## src/rtl/mem_arbiter.sv

```systemverilog
// Single-port SRAM arbiter: data port has fixed priority over instruction fetch.
// Strobes, ready pulses and read data are all registered.
`timescale 1ns/1ps
module mem_arbiter #(
  parameter int unsigned WAIT_CYCLES = 1
) (
  input  logic        clk,
  input  logic        reset,
  input  logic        if_req,
  input  logic [31:0] if_addr,
  output logic [31:0] if_rdata,
  output logic        if_ready,
  input  logic        mem_req,
  input  logic        mem_we,
  input  logic [31:0] mem_addr,
  input  logic [31:0] mem_wdata,
  output logic [31:0] mem_rdata,
  output logic        mem_ready,
  output logic [19:0] sram_addr,
  output logic [31:0] sram_wdata,
  input  logic [31:0] sram_rdata,
  output logic        sram_ce_n,
  output logic        sram_oe_n,
  output logic        sram_we_n,
  output logic        stall
);

  typedef enum logic [1:0] {IDLE, ACC, WREC} state_t;

  state_t     state, state_nxt;
  logic [2:0] cnt;
  logic       owner_mem;
  logic       is_write;
  logic       if_elig, mem_elig;
  logic       grant, grant_mem;
  logic       unused_addr_bits;

  assign unused_addr_bits = ^{if_addr[31:22], if_addr[1:0], mem_addr[31:22], mem_addr[1:0]};
  assign stall = (if_req & ~if_ready) | (mem_req & ~mem_ready);

  // A port pulsing ready this cycle is ineligible, so a held request is not re-serviced.
  always_comb begin
    if_elig   = if_req & ~if_ready;
    mem_elig  = mem_req & ~mem_ready;
    grant     = 1'b0;
    grant_mem = 1'b0;
    state_nxt = state;
    case (state)
      IDLE: begin
        if (mem_elig) begin
          grant     = 1'b1;
          grant_mem = 1'b1;
          state_nxt = ACC;
        end else if (if_elig) begin
          grant     = 1'b1;
          state_nxt = ACC;
        end
      end
      ACC:     if (cnt == '0) state_nxt = is_write ? WREC : IDLE;
      WREC:    state_nxt = IDLE;
      default: state_nxt = IDLE;
    endcase
  end

  always_ff @(posedge clk) begin
    if (reset) state <= IDLE;
    else       state <= state_nxt;
  end

  always_ff @(posedge clk) begin
    if (reset) begin
      cnt        <= '0;
      owner_mem  <= 1'b0;
      is_write   <= 1'b0;
      sram_addr  <= '0;
      sram_wdata <= '0;
      sram_ce_n  <= 1'b1;
      sram_oe_n  <= 1'b1;
      sram_we_n  <= 1'b1;
      if_ready   <= 1'b0;
      mem_ready  <= 1'b0;
      if_rdata   <= '0;
      mem_rdata  <= '0;
    end else begin
      if_ready  <= 1'b0;
      mem_ready <= 1'b0;
      case (state)
        IDLE: begin
          if (grant) begin
            owner_mem <= grant_mem;
            is_write  <= grant_mem & mem_we;
            sram_addr <= grant_mem ? mem_addr[21:2] : if_addr[21:2];
            if (grant_mem & mem_we) sram_wdata <= mem_wdata;
            cnt       <= 3'(WAIT_CYCLES);
            sram_ce_n <= 1'b0;
            sram_oe_n <= grant_mem & mem_we;
            sram_we_n <= ~(grant_mem & mem_we);
          end
        end
        ACC: begin
          if (cnt != '0) begin
            cnt <= cnt - 3'd1;
          end else if (is_write) begin
            sram_we_n <= 1'b1;
          end else begin
            sram_ce_n <= 1'b1;
            sram_oe_n <= 1'b1;
            if (owner_mem) begin
              mem_rdata <= sram_rdata;
              mem_ready <= 1'b1;
            end else begin
              if_rdata <= sram_rdata;
              if_ready <= 1'b1;
            end
          end
        end
        WREC: begin
          sram_ce_n <= 1'b1;
          mem_ready <= 1'b1;
        end
        default: ;
      endcase
    end
  end

endmodule

```

## config.mk

```make
export PLATFORM = sky130hd
export DESIGN_NAME = mem_arbiter
export DESIGN_NICKNAME = d
export VERILOG_FILES = /design/src/rtl/mem_arbiter.sv
export SDC_FILE = /design/constraint.sdc
export NUM_CORES = 1
export LEC_CHECK = 0
export BUFFER_PORTS_ARGS = -buffer_cell sky130_fd_sc_hd__clkbuf_2
export CAP_MARGIN = 40
export CORE_AREA = 2 2 144 90
export DETAILED_ROUTE_END_ITERATION = 8
export DIE_AREA = 0 0 146 92
export PLACE_DENSITY = 0.88
export SETUP_SLACK_MARGIN = 0.5
export SYNTH_ARGS = -nofsm -noshare
export SYNTH_HDL_FRONTEND = slang
export SYNTH_SLANG_ARGS = --single-unit
```

## constraint.sdc

```tcl
create_clock -name clk -period 1.55 [get_ports clk]
set_input_delay 0.2325 -clock clk [delete_from_list [all_inputs] [get_ports clk]]
set_output_delay 0.2325 -clock clk [all_outputs]
set_load 0.01 [all_outputs]
```

==> key figures, run 1 <==
Run status
  • Status: finished, violations left
  • Violated checks: setup timing

Global routing
  • First-pass GRT wire length: 23580 µm
  • GR Util All Layers: 22.17%
  • Initial antenna violation count: 0
  • Pin count of the biggest net entering global routing: 51
  • Vias in the first global route: 4741
  • GR peak layer: met2
  • Grt total ovfl: 0
  • GR Util met1: 27.92%
  • Global-route met2 utilization: 36.99%
  • Global Route met3 Usage: 6.219%

Logic synthesis
  • Synthesis Warnings: 0
  • Distinct cell type count after synthesis: 42
  • Avg Inst Size Synth: 8.567 µm²
  • Post-synth ARST share: 0%
  • Post-synth EDFFs: 0
  • Ys flop type: dfxtp_1
  • Post-synth design cell area: 4866 µm²
  • Cells after synthesis: 568
  • Net Count, Synth: 707
  • Sequential fraction of the synthesis area: 52.66%
  • #FFs+latches synth: 128

Critical path
  • Worst Setup End Kind: flop
  • Setup crit start kind: flop
  • Crit path cell chain: ha_4, buf_6, nand3b_1, nor3_4, buf_12, clkbuf_16, nand2_2, a21oi_2
  • CP peak stage delay: 0.39 ns
  • CP Data Arrival Time: 2.05 ns
  • Worst endpoint required time: 1.89 ns
  • CP Max Fanout: 8
  • Critical-path top delay cell: dfxtp_4
  • Worst setup path class: reg -> reg

STA
  • Max Fclk: 583.9 MHz
  • Min Clock Period, post-route: 1.713 ns
  • Unrepaired setup endpoints after global routing: true
  • Hold Violations, Final: 0
  • Relative slew margins: 69.32%
  • Final period util: 110.5%
  • Total Neg Setup Slack: -7.195 ns
  • Max Slew Vio Count: 0
  • Setup skew after layout: 0.008520 ns
  • Final setup viols: 109
  • Final WS setup: -0.1627 ns
  • Worst slew pin tran: 0.4595 ns

Power and ir drop
  • Cell Pwr Density: 1216 nW/µm²
  • P_leak: 3.942 nW
  • Worst IR Drop VDD: 0.8386 mV
  • Tot Pwr: 11.32 mW

Die
  • Io pins: 255
  • Row count: 32
  • DIE HEIGHT: 92 µm
  • Core ar.: 12330 µm²
  • Die footprint: 13430 µm²
  • Starting Density: 39.46%
  • Die Width: 146 µm

Clock network
  • Root buffer cell: clkbuf_16
  • TritonCTS clock tree: yes
  • CTS H-tree depth: 4
  • Hold buffers post-CTS: 0
  • CTS clk-pin slew, worst paths: 0.06 ns
  • Clk buf depth: 2
  • # clock sinks: 128
  • Cts bufs inserted: 17
  • Clock Latency Late Sink: 0.41 ns

Layout
  • Diodes inserted: 0
  • Number of fill cells: 795
  • Layout cells sized above 1: 71.74%
  • Most common cell after layout, fill and taps aside: clkbuf_2
  • Final #Nets: 1000
  • Area Growth Syn to Fin: 91.33%
  • Commonest non-fill, non-tap cells in the layout: clkbuf_2, nand2_1, buf_6, dfxtp_2, a21oi_2

Worst hold path
  • Hold/Removal Path Class: in -> reg

Run
  • Max Cap Viol: 0

Placed design
  • GPL Wtd Cong: 0.8202
  • Port bufs: 230
  • Hpwl dp: 9601 µm
  • Place WS: -0.06808 ns

Detailed routing
  • WL final: 19930 µm
  • Wire length per cell: 19.09 µm
  • DRT Pass-1 Iters: 5
  • Post-route ant nets: 0
  • Via density per instance: 5.182
  • Drc violations: 0
  • Via count: 5410
  • 1st-iter DRT viols: 245
==> where the power goes <==
part	leakage (nW)	total, mW	internal (mW)	switching, mW
Combinational	2.56	3.14	1.60	1.54
Sequential	1.08	3.86	3.62	0.245
Clock	0.304	4.32	2.79	1.53
==> synth_stat cells (all sizes together) (2+ instances only) <==
cell type,instances,area [µm²]
o22ai,21,131.4
nor3,3,31.28
dfxtp,128,2562
nor2b,3,28.78
o2bb2ai,19,222.7
ha,6,75.07
nand2,197,739.5
nand2b,3,18.77
inv,5,18.77
clkbuf,14,52.55
buf,29,216.5
and2,3,18.77
a21oi,101,505.5
nor2,11,41.29
nand3b,2,15.01
or2,3,21.28
a211oi,2,15.01
mux2i,2,20.02
o21ai,3,18.77
==> critical path: cells and delay by family (launching register included) <==
| kind | cells | cell delay [ns] |
|---|---|---|
| AND/OR/NAND/NOR | 3 | 0.48 |
| buffers and inverters | 3 | 0.44 |
| flip-flops | 1 | 0.39 |
| AO/OA/AOI/OAI | 1 | 0.15 |
| adder cells (fa/ha/maj) | 1 | 0.17 |
==> layout make-up <==
type / instances / area (µm²) / area share [%]
Multi-Input combinational cell: 392 / 2958 / 31.77
Timing Repair Buffer: 317 / 2801 / 30.09
Sequential cell: 128 / 2673 / 28.71
Clock buffer: 20 / 456.7 / 4.905
Tap cell: 170 / 212.7 / 2.285
Clock inverter: 12 / 180.2 / 1.935
Inverter: 5 / 28.78 / 0.3091
==> layer usage <==
metal  vias to the layer above  wire, µm  part of all wire, %
met1                      2591      8172                   41
met2                       265      9695                   49
met5                         -         0                    0
li1                       2501         -                    -
met4                         0       544                  2.7
met3                        53      1521                  7.6
==> per-stage QoR <==
step,cells,area (µm²),hold slack (ns),util (%)
CTS,999,7516,0.03835,60.95
finish,1044,9310,0.03850,75.50
floorplan,568,5041,0.3685,-
detailed placement,946,6344,0.4452,51.44
global route,1044,9310,0.04491,75.50
global placement,946,6344,0.4364,51.44
==> registers in the layout, indices dropped and copies added, names as in the netlist <==
| name | flops |
|---|---|
| if_rdata | 32 |
| mem_rdata | 32 |
| sram_wdata | 32 |
| sram_addr | 20 |
| cnt | 3 |
| state | 2 |
| if_ready | 1 |
| is_write | 1 |
| mem_ready | 1 |
| owner_mem | 1 |
| sram_ce_n | 1 |
| sram_oe_n | 1 |
| sram_we_n | 1 |
==> path summary, 6_finish.rpt <==
check / from / to / slack, ns / depth (start not counted)
max: state[0] / if_rdata[0] / -0.16 / 8
min: mem_wdata[15] / sram_wdata[15] / 0.04 / 3
min reg2reg: sram_wdata[23] / sram_wdata[23] / 0.45 / 2
max reg2reg: state[0] / if_rdata[0] / -0.16 / 8
==> logic make-up (layout without fill, tap and decap cells) <==
group,Yosys count,after routing,synth area share [%]
buffers and inverters,48,354,5.914
AO/OA/AOI/OAI,151,151,19.34
flip-flops,128,128,52.66
multiplexers,2,2,0.4114
AND/OR/NAND/NOR,233,233,20.13
adder cells (fa/ha/maj),6,6,1.543
==> timing repair <==
| item | CTS | global route |
|---|---|---|
| setup buffers | 16 | 35 |
| pin swaps | 49 | 74 |
| gates resized for setup | 75 | 417 |
| endpoints found under the setup margin | 250 | 250 |
| cloned | 5 | 10 |
| endpoints found under the hold margin | 0 | 0 |
Note: power is estimated with default switching activity, not from simulation.
==> inputs of run 2 (changes only) <==
--- a/config.mk
+++ b/config.mk
@@ -5,12 +5,14 @@
 export SDC_FILE = /design/constraint.sdc
 export NUM_CORES = 1
 export LEC_CHECK = 0
+export ABC_AREA = 1
 export BUFFER_PORTS_ARGS = -buffer_cell sky130_fd_sc_hd__clkbuf_2
 export CAP_MARGIN = 40
-export CORE_AREA = 2 2 144 90
+export CORE_AREA = 2 2 146 91
 export DETAILED_ROUTE_END_ITERATION = 8
-export DIE_AREA = 0 0 146 92
-export PLACE_DENSITY = 0.88
+export DIE_AREA = 0 0 148 93
+export GPL_TIMING_DRIVEN = 0
+export PLACE_DENSITY = 0.87
 export SETUP_SLACK_MARGIN = 0.5
 export SYNTH_ARGS = -nofsm -noshare
 export SYNTH_HDL_FRONTEND = slang
==> constraint.sdc (replaced) <==
create_clock -name clk -period 1.45 [get_ports clk]
set_input_delay 0.2175 -clock clk [delete_from_list [all_inputs] [get_ports clk]]
set_output_delay 0.2175 -clock clk [all_outputs]
set_load 0.01 [all_outputs]
==> key figures, run 2 <==
Run status
  • Status: finished, violations left
  • Violated checks: setup timing

Logic synthesis
  • Avg Inst Size Synth: 7.671 µm²
  • Post-synth EDFFs: 0
  • Cell accounting for the most synthesized area: dfxtp_1
  • Post-synth design cell area: 4994 µm²
  • Ys flop type: dfxtp_1
  • Count leader, synth: nand2_1
  • Synthesis Warnings: 0
  • Synth top area share: 51.32%
  • Synth top area cells: dfxtp_1, nand2_1, a21oi_1
  • Most frequent cells after synthesis: nand2_1, dfxtp_1, a21oi_1, nand3_1, nor2_1
  • Cells after synthesis: 651
  • Net Count, Synth: 790
  • #FFs+latches synth: 128
  • Post-synth ARST share: 0%
  • Sequential fraction of the synthesis area: 51.32%
  • Distinct cell type count after synthesis: 18

Layout
  • Layout cells sized above 1: 72.15%
  • Most common cell after layout, fill and taps aside: buf_6
  • Final #Nets: 1117
  • Top flop regs: if_rdata x32, mem_rdata x32, sram_wdata x32
  • Diodes inserted: 0
  • Commonest non-fill, non-tap cells in the layout: buf_6, clkbuf_2, dfxtp_2, nand2_1, a21oi_2
  • Area Growth Syn to Fin: 105.6%
  • Final std cells w/o fill: 1161

Critical path
  • CP Max Fanout: 5
  • Reg2reg start: state[1]
  • Beginning of the critical path: state[1]
  • CP Data Arrival Time: 1.88 ns
  • Critical Path Sink: if_rdata[13]
  • Terminus of the critical flop-to-flop path: if_rdata[13]
  • Worst endpoint required time: 1.77 ns
  • Worst Setup End Kind: flop
  • Setup crit start kind: flop
  • Worst r2r path cells: 9
  • Worst setup path class: reg -> reg
  • Reg2Reg Setup Slack: -0.11 ns

STA
  • Final WS setup: -0.1144 ns
  • Worst slew pin tran: 0.8951 ns
  • Relative slew margins: 40.33%
  • Max Slew Vio Count: 0
  • Final setup viols: 62
  • Unrepaired setup endpoints after global routing: true
  • Min Clock Period, post-route: 1.564 ns
  • Setup skew after layout: 0.01306 ns
  • Hold Violations, Final: 0
  • Total Neg Setup Slack: -2.471 ns
  • Max Fclk: 639.2 MHz
  • Final period util: 107.9%

Power and ir drop
  • Tot Pwr: 13.63 mW
  • Worst IR Drop VDD: 1.024 mV
  • Cell Pwr Density: 1328 nW/µm²
  • P_leak: 4.356 nW

Clock network
  • Clk buf depth: 2
  • CTS clk-pin slew, worst paths: 0.06 ns
  • TritonCTS clock tree: yes
  • Root buffer cell: clkbuf_16
  • CTS H-tree depth: 4
  • Clock Latency Late Sink: 0.40 ns
  • Hold buffers post-CTS: 0
  • # clock sinks: 128
  • Cts bufs inserted: 17

Worst hold path
  • Hold/Removal Path Class: in -> reg

Detailed routing
  • 1st-iter DRT viols: 373
  • Wire length per cell: 21.14 µm
  • WL final: 24540 µm
  • Post-route ant nets: 0
  • Via count: 6392
  • Via density per instance: 5.506
  • Drc violations: 0
  • DRT Pass-1 Iters: 6

Die
  • Core ar.: 12490 µm²
  • Io pins: 255
  • DIE HEIGHT: 93 µm
  • Row count: 32
  • Die footprint: 13760 µm²
  • Starting Density: 39.97%
  • Die Width: 148 µm

Placed design
  • Hpwl dp: 11900 µm
  • Dpl cells: 1050
  • Port bufs: 229
  • GPL Wtd Cong: 0.8370

Global routing
  • Vias in the first global route: 5714
  • GR Util All Layers: 25.01%
  • Pin count of the biggest net entering global routing: 17
  • First-pass GRT wire length: 27410 µm
  • Initial antenna violation count: 0
  • Grt total ovfl: 0

Run
  • Max Cap Viol: 0
[run 2: cell count changes after synthesis, sizes merged, moves of 19 or more]
cell	previous run	this run
nand3	1	76
nor2	11	74
nand2	197	135
o21ai	3	33
inv	5	34
o2bb2ai	19	0
[run 2: layout make-up]
cell class,instances,area (µm²)
repair buffers,307,2760
plain buffers,47,494.2
clock inverters,12,160.2
flip-flops and latches,128,2708
multi-input cells,442,3331
well taps,170,212.7
clock buffers,20,446.7
inverters,35,152.6
fillers,639,2227
[run 2: cell families after synthesis]
family / count (synthesis) / share of synthesized area [%]
adder cells (fa/ha/maj): 6 / 1.503
flip-flops: 128 / 51.32
AO/OA/AOI/OAI: 143 / 14.83
buffers and inverters: 82 / 7.793
AND/OR/NAND/NOR: 292 / 24.56
[run 2: worst max-delay path, stage by stage (launching register included)]
cell and delay [ns]:
dfxtp_4 0.36, inv_4 0.08, ha_4 0.19, inv_4 0.05
nor2_4 0.10, buf_12 0.14, buf_8 0.14, buf_8 0.14
nand3_1 0.12, a21oi_2 0.16
[run 2: power by group]
| group | internal (mW) | switching (mW) |
|---|---|---|
| Combinational | 2.41 | 2.55 |
| Clock | 2.77 | 1.65 |
| Sequential | 3.94 | 0.309 |
| Total | 9.12 | 4.51 |
[run 2: worst min-delay path by stage]
| stage | end | slack (ns) | cells after the start | from |
|---|---|---|---|---|
| floorplan | mem_rdata[10] | 0.33 | 2 | sram_rdata[10] |
| global placement | if_rdata[18] | 0.45 | 2 | if_rdata[18] |
| detailed placement | if_rdata[15] | 0.45 | 2 | if_rdata[15] |
| CTS | sram_wdata[5] | 0.04 | 3 | mem_wdata[5] |
| global route | sram_wdata[14] | 0.04 | 3 | mem_wdata[14] |
| finish | sram_wdata[21] | 0.05 | 3 | mem_wdata[21] |
[run 2: repair_timing]
item,CTS,global route
resized for setup,165,521
setup endpoints to repair,250,250
pin swaps,24,74
gates cloned,3,17
buffers inserted,22,37
[run 2: metrics by stage]
| step | hold slack [ns] | setup slack, ns | cell area, µm² | util [%] |
|---|---|---|---|---|
| 3_3_place_gp | 0.4469 | -0.1402 | 6510 | 52.11 |
| 3_5_place_dp | 0.4497 | -0.2026 | 6510 | 52.11 |
| 4_1_cts | 0.03514 | 0.006530 | 7928 | 63.46 |
| 2_1_floorplan | 0.3333 | 0.1507 | 5151 | - |
| 6_report | 0.04825 | -0.1144 | 10260 | 82.17 |
| 5_1_grt | 0.04496 | -0.1572 | 10260 | 82.17 |
[run 2: routing by layer]
| metal | part of all wire, % | track usage (%) |
|---|---|---|
| met1 | 40 | 31.25 |
| met4 | 2.7 | 7.540 |
| met5 | 0 | 0 |
| met3 | 8.9 | 7.756 |
| met2 | 49 | 41.71 |
